**src/rtl/mem_bus_bridge.sv**
```systemverilog
// Bridges the core memory-stage request port onto a word-wide valid/ready bus:
// lane strobes, store replication, load extension, misalignment/error/timeout faults.
module mem_bus_bridge #(
  parameter int unsigned TIMEOUT_CYCLES = 255
) (
  input  logic        clk,
  input  logic        reset,
  input  logic        req_valid,
  output logic        req_ready,
  input  logic        req_write,
  input  logic [2:0]  req_op,
  input  logic [31:0] req_addr,
  input  logic [31:0] req_wdata,
  output logic        rsp_valid,
  output logic [31:0] rsp_rdata,
  output logic        rsp_fault,
  output logic        bus_valid,
  output logic        bus_write,
  output logic [29:0] bus_addr,
  output logic [3:0]  bus_wstrb,
  output logic [31:0] bus_wdata,
  input  logic        bus_ready,
  input  logic [31:0] bus_rdata,
  input  logic        bus_err
);

  // Handshakes: a request moves when req_valid & req_ready at a rising edge;
  // a bus transfer completes when bus_valid & bus_ready at a rising edge.
  typedef enum logic [1:0] {IDLE, BUS, RESP} state_t;

  state_t      state, state_n;
  logic [2:0]  op_q, op_n;
  logic [1:0]  off_q, off_n;
  logic        write_q, write_n;
  logic [31:0] cnt_q, cnt_n;

  logic        req_ready_n, rsp_valid_n, rsp_fault_n;
  logic [31:0] rsp_rdata_n;
  logic        bus_valid_n, bus_write_n;
  logic [29:0] bus_addr_n;
  logic [3:0]  bus_wstrb_n;
  logic [31:0] bus_wdata_n;

  logic        req_bad;
  logic [3:0]  req_strb;
  logic [31:0] req_repl;
  logic [31:0] lane_word;
  logic [31:0] load_data;

  always_comb begin
    req_bad  = 1'b0;
    req_strb = 4'b1111;
    req_repl = req_wdata;
    case (req_op[1:0])
      2'b00: begin
        req_strb = 4'b0001 << req_addr[1:0];
        req_repl = {4{req_wdata[7:0]}};
      end
      2'b01: begin
        req_bad  = req_addr[0];
        req_strb = 4'b0011 << req_addr[1:0];
        req_repl = {2{req_wdata[15:0]}};
      end
      2'b10:   req_bad = (req_addr[1:0] != 2'b00);
      default: req_bad = 1'b1;
    endcase
  end

  // Shift the addressed lane down to bit 0 before extension.
  assign lane_word = bus_rdata >> {off_q, 3'b000};

  always_comb begin
    case (op_q[1:0])
      2'b00:   load_data = op_q[2] ? {24'd0, lane_word[7:0]}
                                   : {{24{lane_word[7]}}, lane_word[7:0]};
      2'b01:   load_data = op_q[2] ? {16'd0, lane_word[15:0]}
                                   : {{16{lane_word[15]}}, lane_word[15:0]};
      default: load_data = bus_rdata;
    endcase
  end

  always_comb begin
    state_n     = state;
    op_n        = op_q;
    off_n       = off_q;
    write_n     = write_q;
    cnt_n       = cnt_q;
    req_ready_n = req_ready;
    rsp_valid_n = rsp_valid;
    rsp_fault_n = rsp_fault;
    rsp_rdata_n = rsp_rdata;
    bus_valid_n = bus_valid;
    bus_write_n = bus_write;
    bus_addr_n  = bus_addr;
    bus_wstrb_n = bus_wstrb;
    bus_wdata_n = bus_wdata;
    case (state)
      IDLE: begin
        req_ready_n = 1'b1;
        if (req_valid && req_ready) begin
          op_n        = req_op;
          off_n       = req_addr[1:0];
          write_n     = req_write;
          cnt_n       = 32'd0;
          req_ready_n = 1'b0;
          bus_write_n = req_write;
          bus_addr_n  = req_addr[31:2];
          bus_wstrb_n = req_strb;
          bus_wdata_n = req_repl;
          if (req_bad) begin
            state_n     = RESP;
            rsp_valid_n = 1'b1;
            rsp_fault_n = 1'b1;
            rsp_rdata_n = 32'd0;
          end else begin
            state_n     = BUS;
            bus_valid_n = 1'b1;
          end
        end
      end
      BUS: begin
        // A ready in the same cycle the counter expires wins over the timeout.
        if (bus_ready) begin
          state_n     = RESP;
          bus_valid_n = 1'b0;
          rsp_valid_n = 1'b1;
          rsp_fault_n = bus_err;
          rsp_rdata_n = (bus_err || write_q) ? 32'd0 : load_data;
        end else if (TIMEOUT_CYCLES != 0 && (cnt_q + 32'd1) == TIMEOUT_CYCLES) begin
          state_n     = RESP;
          bus_valid_n = 1'b0;
          rsp_valid_n = 1'b1;
          rsp_fault_n = 1'b1;
          rsp_rdata_n = 32'd0;
        end else begin
          cnt_n = cnt_q + 32'd1;
        end
      end
      RESP: begin
        state_n     = IDLE;
        req_ready_n = 1'b1;
        rsp_valid_n = 1'b0;
        rsp_fault_n = 1'b0;
        rsp_rdata_n = 32'd0;
      end
      default: state_n = IDLE;
    endcase
  end

  always_ff @(posedge clk) begin
    if (reset) begin
      state     <= IDLE;
      op_q      <= 3'd0;
      off_q     <= 2'd0;
      write_q   <= 1'b0;
      cnt_q     <= 32'd0;
      req_ready <= 1'b0;
      rsp_valid <= 1'b0;
      rsp_fault <= 1'b0;
      rsp_rdata <= 32'd0;
      bus_valid <= 1'b0;
      bus_write <= 1'b0;
      bus_addr  <= 30'd0;
      bus_wstrb <= 4'd0;
      bus_wdata <= 32'd0;
    end else begin
      state     <= state_n;
      op_q      <= op_n;
      off_q     <= off_n;
      write_q   <= write_n;
      cnt_q     <= cnt_n;
      req_ready <= req_ready_n;
      rsp_valid <= rsp_valid_n;
      rsp_fault <= rsp_fault_n;
      rsp_rdata <= rsp_rdata_n;
      bus_valid <= bus_valid_n;
      bus_write <= bus_write_n;
      bus_addr  <= bus_addr_n;
      bus_wstrb <= bus_wstrb_n;
      bus_wdata <= bus_wdata_n;
    end
  end

endmodule

```
**config.mk**
```make
export PLATFORM = sky130hd
export DESIGN_NAME = mem_bus_bridge
export DESIGN_NICKNAME = d
export VERILOG_FILES = /design/src/rtl/mem_bus_bridge.sv
export SDC_FILE = /design/constraint.sdc
export NUM_CORES = 1
export LEC_CHECK = 0
export CORE_ASPECT_RATIO = 0.7
export CORE_UTILIZATION = 38
export CTS_CLUSTER_SIZE = 14
export DETAILED_ROUTE_END_ITERATION = 10
export HOLD_SLACK_MARGIN = 0.06
export PLACE_DENSITY = 0.66
export SETUP_SLACK_MARGIN = 0.3
export SLEW_MARGIN = 20
export SYNTH_ARGS = -nofsm -noshare
export SYNTH_HDL_FRONTEND = slang
export SYNTH_SLANG_ARGS = --single-unit
```
**constraint.sdc**
```tcl
create_clock -name clk -period 4.41 [get_ports clk]
set_clock_uncertainty 0.15 [all_clocks]
set_input_delay 0.6615 -clock clk [delete_from_list [all_inputs] [get_ports clk]]
set_output_delay 0.6615 -clock clk [all_outputs]
set_load 0.02 [all_outputs]
```
==> metrics.csv, run 1 <==
stage;metric;value;unit
cells_and_area;drive_gt1_share;6.44;%
clocking;cts_buffers;17;
place;dp_hpwl;16400;µm
logic_synthesis;synth_xor_area_share;1.33;%
timing;maxSlewViolCount;0;
die;start_util;39.4;%
logic_synthesis;yosys.area_share.simple;25.1;%
clocking;tritoncts;done;
power;p_per_area;330;mW/mm²
global_route;overflow;0;
place;io_buffers;207;
clocking;cts_max_level;4;
timing;rsz0062_at_grt;false;
logic_synthesis;yosys_register_bits;142;
setup_path;critical_path.most_common_cell;o21ai_0;
setup_path;crit_path_top_delay_cell;or4_4;
logic_synthesis;synth_top_family_by_area;simple AND/OR/NAND/NOR gates;
setup_path;critPathLaunchType;register;
setup_path;path_buf_inv;1;
place;globalplace.congestion;0.986;
die;fp.dieH;117;µm
logic_synthesis;async_reset_ff_share;0;%
power;ir_drop;254;µV
timing;setup_viol;0;
setup_path;crit_family;simple AND/OR/NAND/NOR gates;
logic_synthesis;ys.flop_type;dfxtp_1;
place;placed_area;0.00941;mm²
global_route;antenna_found_initial;0;
clocking;clkTransAtPathRegs;0.07;ns
timing;hold_viol;0;
drt;vias;7294;
timing;setup_tns;0;ns
timing;worst_slew_margin_rel;26.2;%
clocking;post-cts-setup-buffers;0;
job;maxCapViolations;0;
die;rows;41;
drt;drc_errors;0;
cells_and_area;layout.nets;1196;
clocking;clock_path_buffers;2;
die;die-area;0.0196;mm²
cells_and_area;layout_commonest_cell;clkdlybuf4s50_1;
timing;worstMarginPinSlew;1.10;ns
setup_path;cp-end-kind;register;
logic_synthesis;synth.distinct_cells;67;
cells_and_area;diodes;0;
logic_synthesis;yosys_warnings;0;
setup_path;cp_data_required_time;4.61;ns
global_route;grt_max_degree;94;
logic_synthesis;synth_area_per_cell;7.86;µm²
drt;viasPerCell;5.45;
logic_synthesis;synth_top_area_share;39.3;%
setup_path;crit_path_cell_trace;ha_1 > nand3_1 > or3_1 > o21ai_0 > o21ai_0 > or4_4 > o31ai_4 > nand2_1 > buf_4 > a31oi_1;
logic_synthesis;syn_nets;1026;
clocking;clk_latency;0.43;ns
timing;min_period;3.56;ns
cells_and_area;layout_common_cells;clkdlybuf4s50_1, nand2_1, dfxtp_1;
clocking;cts.repair.resized;0;
drt;ant_nets;0;
die;ios;208;
logic_synthesis;syn-cell-area;0.00722;mm²
logic_synthesis;seq_area_frac_synth;39.3;%
die;core;0.0183;mm²
cells_and_area;syn_to_final_growth;38.2;%
logic_synthesis;synthMuxAreaShare;5.59;%
logic_synthesis;synth_edf_count;0;
hold_path;min_path_type;reg2reg;
logic_synthesis;yosysTopAreaCell;dfxtp_1;
logic_synthesis;synthAdderAreaFrac;0.346;%
global_route;grt_pass1_wl;37200;µm
outcome;status;finished, final reports clean;
setup_path;worstPathMaxFanout;12;
logic_synthesis;synth_area_leaders;dfxtp_1, nand2_1, a21oi_1;
global_route;grt_pass1_vias;6835;
drt;avgRoutedWirePerCell;17.4;µm
clocking;hold_buffers;0;
setup_path;crit_type;reg2reg;
timing;min_period_over_period;80.7;%
clocking;root_buffer;clkbuf_16;
cells_and_area;stdcell_area;0.00998;mm²
clocking;cts_num_sinks;142;
setup_path;slowest_delay;0.58;ns
drt;drtPass1Iterations;5;
setup_path;crit_arrival;3.76;ns
logic_synthesis;synth_compound_area_share;23.1;%
drt;drt_wl_total;23300;µm
drt;drtIter0Drc;579;
timing;fmax;281;MHz
die;die_w;167;µm
logic_synthesis;syn_inst;919;
power;cellLeakagePower;3.51;nW
global_route;globalRouteTotalUtil;23.9;%
[Yosys cell counts, drive strengths merged, types with 13 or more instances]
| master | instances |
|---|---|
| nand2 | 166 |
| dfxtp | 142 |
| a21oi | 81 |
| nor2 | 71 |
| clkbuf | 51 |
| o21ai | 51 |
| mux2i | 37 |
| nand3 | 30 |
| nand2b | 25 |
| nor3 | 24 |
| buf | 22 |
| a31oi | 21 |
| a211oi | 19 |
| a22o | 17 |
| and3 | 16 |
| inv | 15 |
| o2bb2ai | 15 |
| nand4 | 13 |
[stage by stage]
| stage | setup slack, ns | hold slack [ns] | total power (W) | instances | util, % |
|---|---|---|---|---|---|
| 2_1_floorplan | 1.33 | 0.300 | 0.00163 | 919 | - |
| 3_3_place_gp | 0.936 | 0.292 | 0.00188 | 1306 | 51.4 |
| 3_5_place_dp | 0.913 | 0.295 | 0.00188 | 1306 | 51.4 |
| 4_1_cts | 0.894 | 0.305 | 0.00331 | 1338 | 54.5 |
| 5_1_grt | 0.571 | 0.328 | 0.00341 | 1338 | 54.5 |
| 6_report | 0.850 | 0.302 | 0.00330 | 1338 | 54.5 |
[state kept, by name, indices dropped and copies added, names as in the netlist]
signal / count
bus_wdata: 32
cnt_q: 32
rsp_rdata: 32
bus_addr: 30
bus_wstrb: 4
op_q: 3
off_q: 2
state: 2
bus_valid: 1
req_ready: 1
rsp_fault: 1
rsp_valid: 1
write_q: 1
[tightest hold or removal path: stages, from the launching register on]
cell and delay [ns]:
dfxtp_1 0.31, nand2_1 0.05, a21oi_1 0.05
[layer usage]
metal / global-route usage [%] / up-vias / wire [µm]
met5: 0 / - / 0
met4: 6.02 / 0 / 285
met3: 8.30 / 20 / 2210
met2: 34.5 / 276 / 9630
met1: 33.6 / 3366 / 11200
li1: - / 3632 / -
[report_power, final]
| group | total [W] | internal (W) | switching (W) |
|---|---|---|---|
| logic | 0.000498 | 0.000233 | 0.000266 |
| clock network | 0.00144 | 0.000797 | 0.000642 |
| registers | 0.00136 | 0.00133 | 0.0000299 |
[cell type report]
cell class,instances,area [µm²]
clock buffers,17,425
clock inverters,15,148
fillers,1675,8330
inverters,15,56.3
multi-input cells,689,4020
flip-flops and latches,142,2840
well taps,236,295
repair buffers,224,2200
[logic make-up (layout without fill, tap and decap cells)]
logic type      Yosys count  after routing
mux                      39             39
flops                   142            142
fa+ha+maj                 2              2
buf+inv                  88            271
simple gates            385            385
compound gates          252            252
xor+xnor                 11             11
[final timing paths]
path / from / to / slack, ns / cells past startpoint
max reg2reg: cnt_q[0] / cnt_q[19] / 0.85 / 10
min reg2reg: bus_wdata[7] / bus_wdata[7] / 0.30 / 2
min: bus_wdata[7] / bus_wdata[7] / 0.30 / 2
max: cnt_q[0] / cnt_q[19] / 0.85 / 10
Note: power is estimated with default switching activity, not from simulation.
==> inputs of run 2 (changes only) <==
--- a/config.mk
+++ b/config.mk
@@ -10,7 +10,7 @@
 export CTS_CLUSTER_SIZE = 14
 export DETAILED_ROUTE_END_ITERATION = 10
 export HOLD_SLACK_MARGIN = 0.06
-export PLACE_DENSITY = 0.66
+export PLACE_DENSITY = 0.69
 export SETUP_SLACK_MARGIN = 0.3
 export SLEW_MARGIN = 20
 export SYNTH_ARGS = -nofsm -noshare
==> constraint.sdc (replaced) <==
create_clock -name clk -period 2.95 [get_ports clk]
set_clock_uncertainty 0.15 [all_clocks]
set_input_delay 0.4425 -clock clk [delete_from_list [all_inputs] [get_ports clk]]
set_output_delay 0.4425 -clock clk [all_outputs]
set_load 0.02 [all_outputs]
==> metrics.csv, run 2 (synthesis gave the netlist of run 1 again) <==
stage;metric;value;unit;change
timing;fin_ws;-0.138;ns;-0.988 ns
die;rows;41;;unchanged
timing;setup_viol;63;;+63
drt;drt_wl_total;25500;µm;+9.3%
timing;maxSlewViolCount;0;;unchanged
timing;fmax;324;MHz;+15%
setup_path;cp_data_required_time;3.06;ns;-1.55 ns
job;maxCapViolations;0;;unchanged
global_route;overflow;0;;unchanged
die;fp.dieH;117;µm;unchanged
power;ir_drop;312;µV;+23%
outcome;status;complete, but fails checks;;
drt;drtPass1Iterations;5;;unchanged
cells_and_area;stdcell_area;0.0114;mm²;+15%
global_route;globalRouteTotalUtil;24.6;%;+0.64 points
setup_path;crit_arrival;3.20;ns;-0.56 ns
setup_path;worstPathMaxFanout;6;;-6
timing;min_period;3.09;ns;-0.472 ns
drt;drtIter0Drc;584;;+0.86%
die;die-area;0.0196;mm²;unchanged
clocking;cts_buffers;17;;unchanged
place;dp_hpwl;17800;µm;+8.9%
place;placed_area;0.0103;mm²;+9.0%
clocking;clock_path_buffers;2;;unchanged
cells_and_area;top_regs;bus_wdata x32, cnt_q x32, rsp_rdata x32;;
timing;rsz0062_at_grt;true;;
global_route;antenna_found_initial;0;;unchanged
drt;ant_nets;0;;unchanged
setup_path;cp-end-kind;register;;
cells_and_area;diodes;0;;unchanged
global_route;grt_pass1_wl;38400;µm;+3.4%
setup_path;crit_type;reg2reg;;
cells_and_area;layout_common_cells;clkdlybuf4s50_1, nand2_1, dfxtp_1;;
drt;avgRoutedWirePerCell;17.6;µm;+1.2%
global_route;grt_pass1_vias;7204;;+5.4%
clocking;root_buffer;clkbuf_16;;
clocking;clk_latency;0.43;ns;about the same
power;cellLeakagePower;4.22;nW;+20%
timing;worstMarginPinSlew;1.09;ns;-0.0122 ns
place;globalplace.congestion;0.935;;-5.2%
drt;viasPerCell;5.48;;+0.58%
setup_path;crit_path_top_delay_cell;or4_4;;
clocking;cts_max_level;4;;unchanged
setup_path;crit_path_cell_trace;nand4_4 > or4_4 > o21ai_2 > nand3_1 > or4_4 > o31a_4 > buf_12 > o211ai_1 > a21oi_1;;
setup_path;slowest_delay;0.59;ns;about the same
cells_and_area;final_core_util;62.4;%;+7.9 points
die;ios;208;;unchanged
die;core;0.0183;mm²;unchanged
power;p_per_area;443;mW/mm²;+34%
drt;drc_errors;0;;unchanged
clocking;tritoncts;done;;
cells_and_area;drive_gt1_share;21.6;%;+15 points
die;start_util;39.4;%;unchanged
setup_path;crit_family;simple AND/OR/NAND/NOR gates;;
outcome;violations;setup timing;;
hold_path;min_path_type;reg2reg;;
die;die_w;167;µm;unchanged
clocking;hold_buffers;0;;unchanged
timing;worst_slew_margin_rel;27.0;%;+0.81 points
timing;min_period_over_period;105;%;+24 points
clocking;clkTransAtPathRegs;0.07;ns;about the same
setup_path;critical_path.most_common_cell;or4_4;;
cells_and_area;syn_to_final_growth;58.2;%;
timing;hold_viol;0;;unchanged
clocking;cts_num_sinks;142;;unchanged
place;io_buffers;207;;unchanged
cells_and_area;layout.nets;1303;;+8.9%
setup_path;path_buf_inv;1;;unchanged
cells_and_area;layout_commonest_cell;clkdlybuf4s50_1;;
setup_path;critPathLaunchType;register;;
drt;vias;7923;;+8.6%
cells_and_area;fill_cells;1589;;-5.1%
global_route;grt_max_degree;91;;-3.2%
## run 2: power by group
part | total (W) | switching, W | leakage [nW] | internal [W]
logic | 0.000822 | 0.000431 | 2.77 | 0.000392
clock network | 0.00221 | 0.000941 | 0.287 | 0.00127
registers | 0.00203 | 0.0000443 | 1.16 | 0.00198
## run 2: routing by layer
metal / share of wire [%] / global-route usage (%) / wire, µm
met1: 45 / 34.0 / 11600
met2: 44 / 37.3 / 11200
met3: 8.9 / 6.88 / 2260
met4: 1.9 / 6.31 / 472
met5: 0 / 0 / 0
## run 2: worst min-delay path: stages (launching register included)
cell     delay (ns)
dfxtp_1        0.31
nand2_1        0.05
a21oi_1        0.05
## run 2: area by class of cell
cell class                 count  area (µm²)  area share (%)
clock inverter                15         174            1.52
sequential                   142        2880            25.2
clock buffer                  17         425            3.72
tap                          236         295            2.58
timing repair buffer         331        3130            27.4
multi-input combinational    689        4470            39.1
inverter                      15        56.3           0.493
## run 2: repair_timing
item | in CTS | in global routing
pin swaps | 5 | 15
setup endpoints to repair | 69 | 69
resized for setup | 31 | 54
setup buffers | 2 | 12
gates cloned | 0 | 3
## run 2: metrics by stage
| stage | setup slack, ns | hold slack, ns | setup TNS (ns) | std cells | power, W |
|---|---|---|---|---|---|
| 6_report | -0.138 | 0.304 | -3.72 | 1445 | 0.00506 |
| 5_1_grt | -0.268 | 0.320 | -12.68 | 1445 | 0.00522 |
| 4_1_cts | -0.0567 | 0.306 | -0.702 | 1430 | 0.00506 |
| 3_5_place_dp | -0.164 | 0.296 | -4.93 | 1396 | 0.00286 |
| 3_3_place_gp | -0.105 | 0.286 | -1.28 | 1396 | 0.00285 |
| 2_1_floorplan | 0.0535 | 0.300 | 0 | 919 | 0.00245 |
## run 2: final timing paths
check / cells after the start / start / end / slack, ns
min: 2 / bus_addr[26] / bus_addr[26] / 0.30
max reg2reg: 9 / cnt_q[9] / cnt_q[9] / -0.14
min reg2reg: 2 / bus_addr[26] / bus_addr[26] / 0.30
max: 9 / cnt_q[9] / cnt_q[9] / -0.14
==> inputs of run 3 (changes only) <==
--- a/config.mk
+++ b/config.mk
@@ -7,6 +7,7 @@
 export LEC_CHECK = 0
 export CORE_ASPECT_RATIO = 0.7
 export CORE_UTILIZATION = 38
+export CTS_CLUSTER_DIAMETER = 100
 export CTS_CLUSTER_SIZE = 14
 export DETAILED_ROUTE_END_ITERATION = 10
 export HOLD_SLACK_MARGIN = 0.06
==> results of run 3 <==
No change in the layout: final DEF, timing and power equal those of run 2.
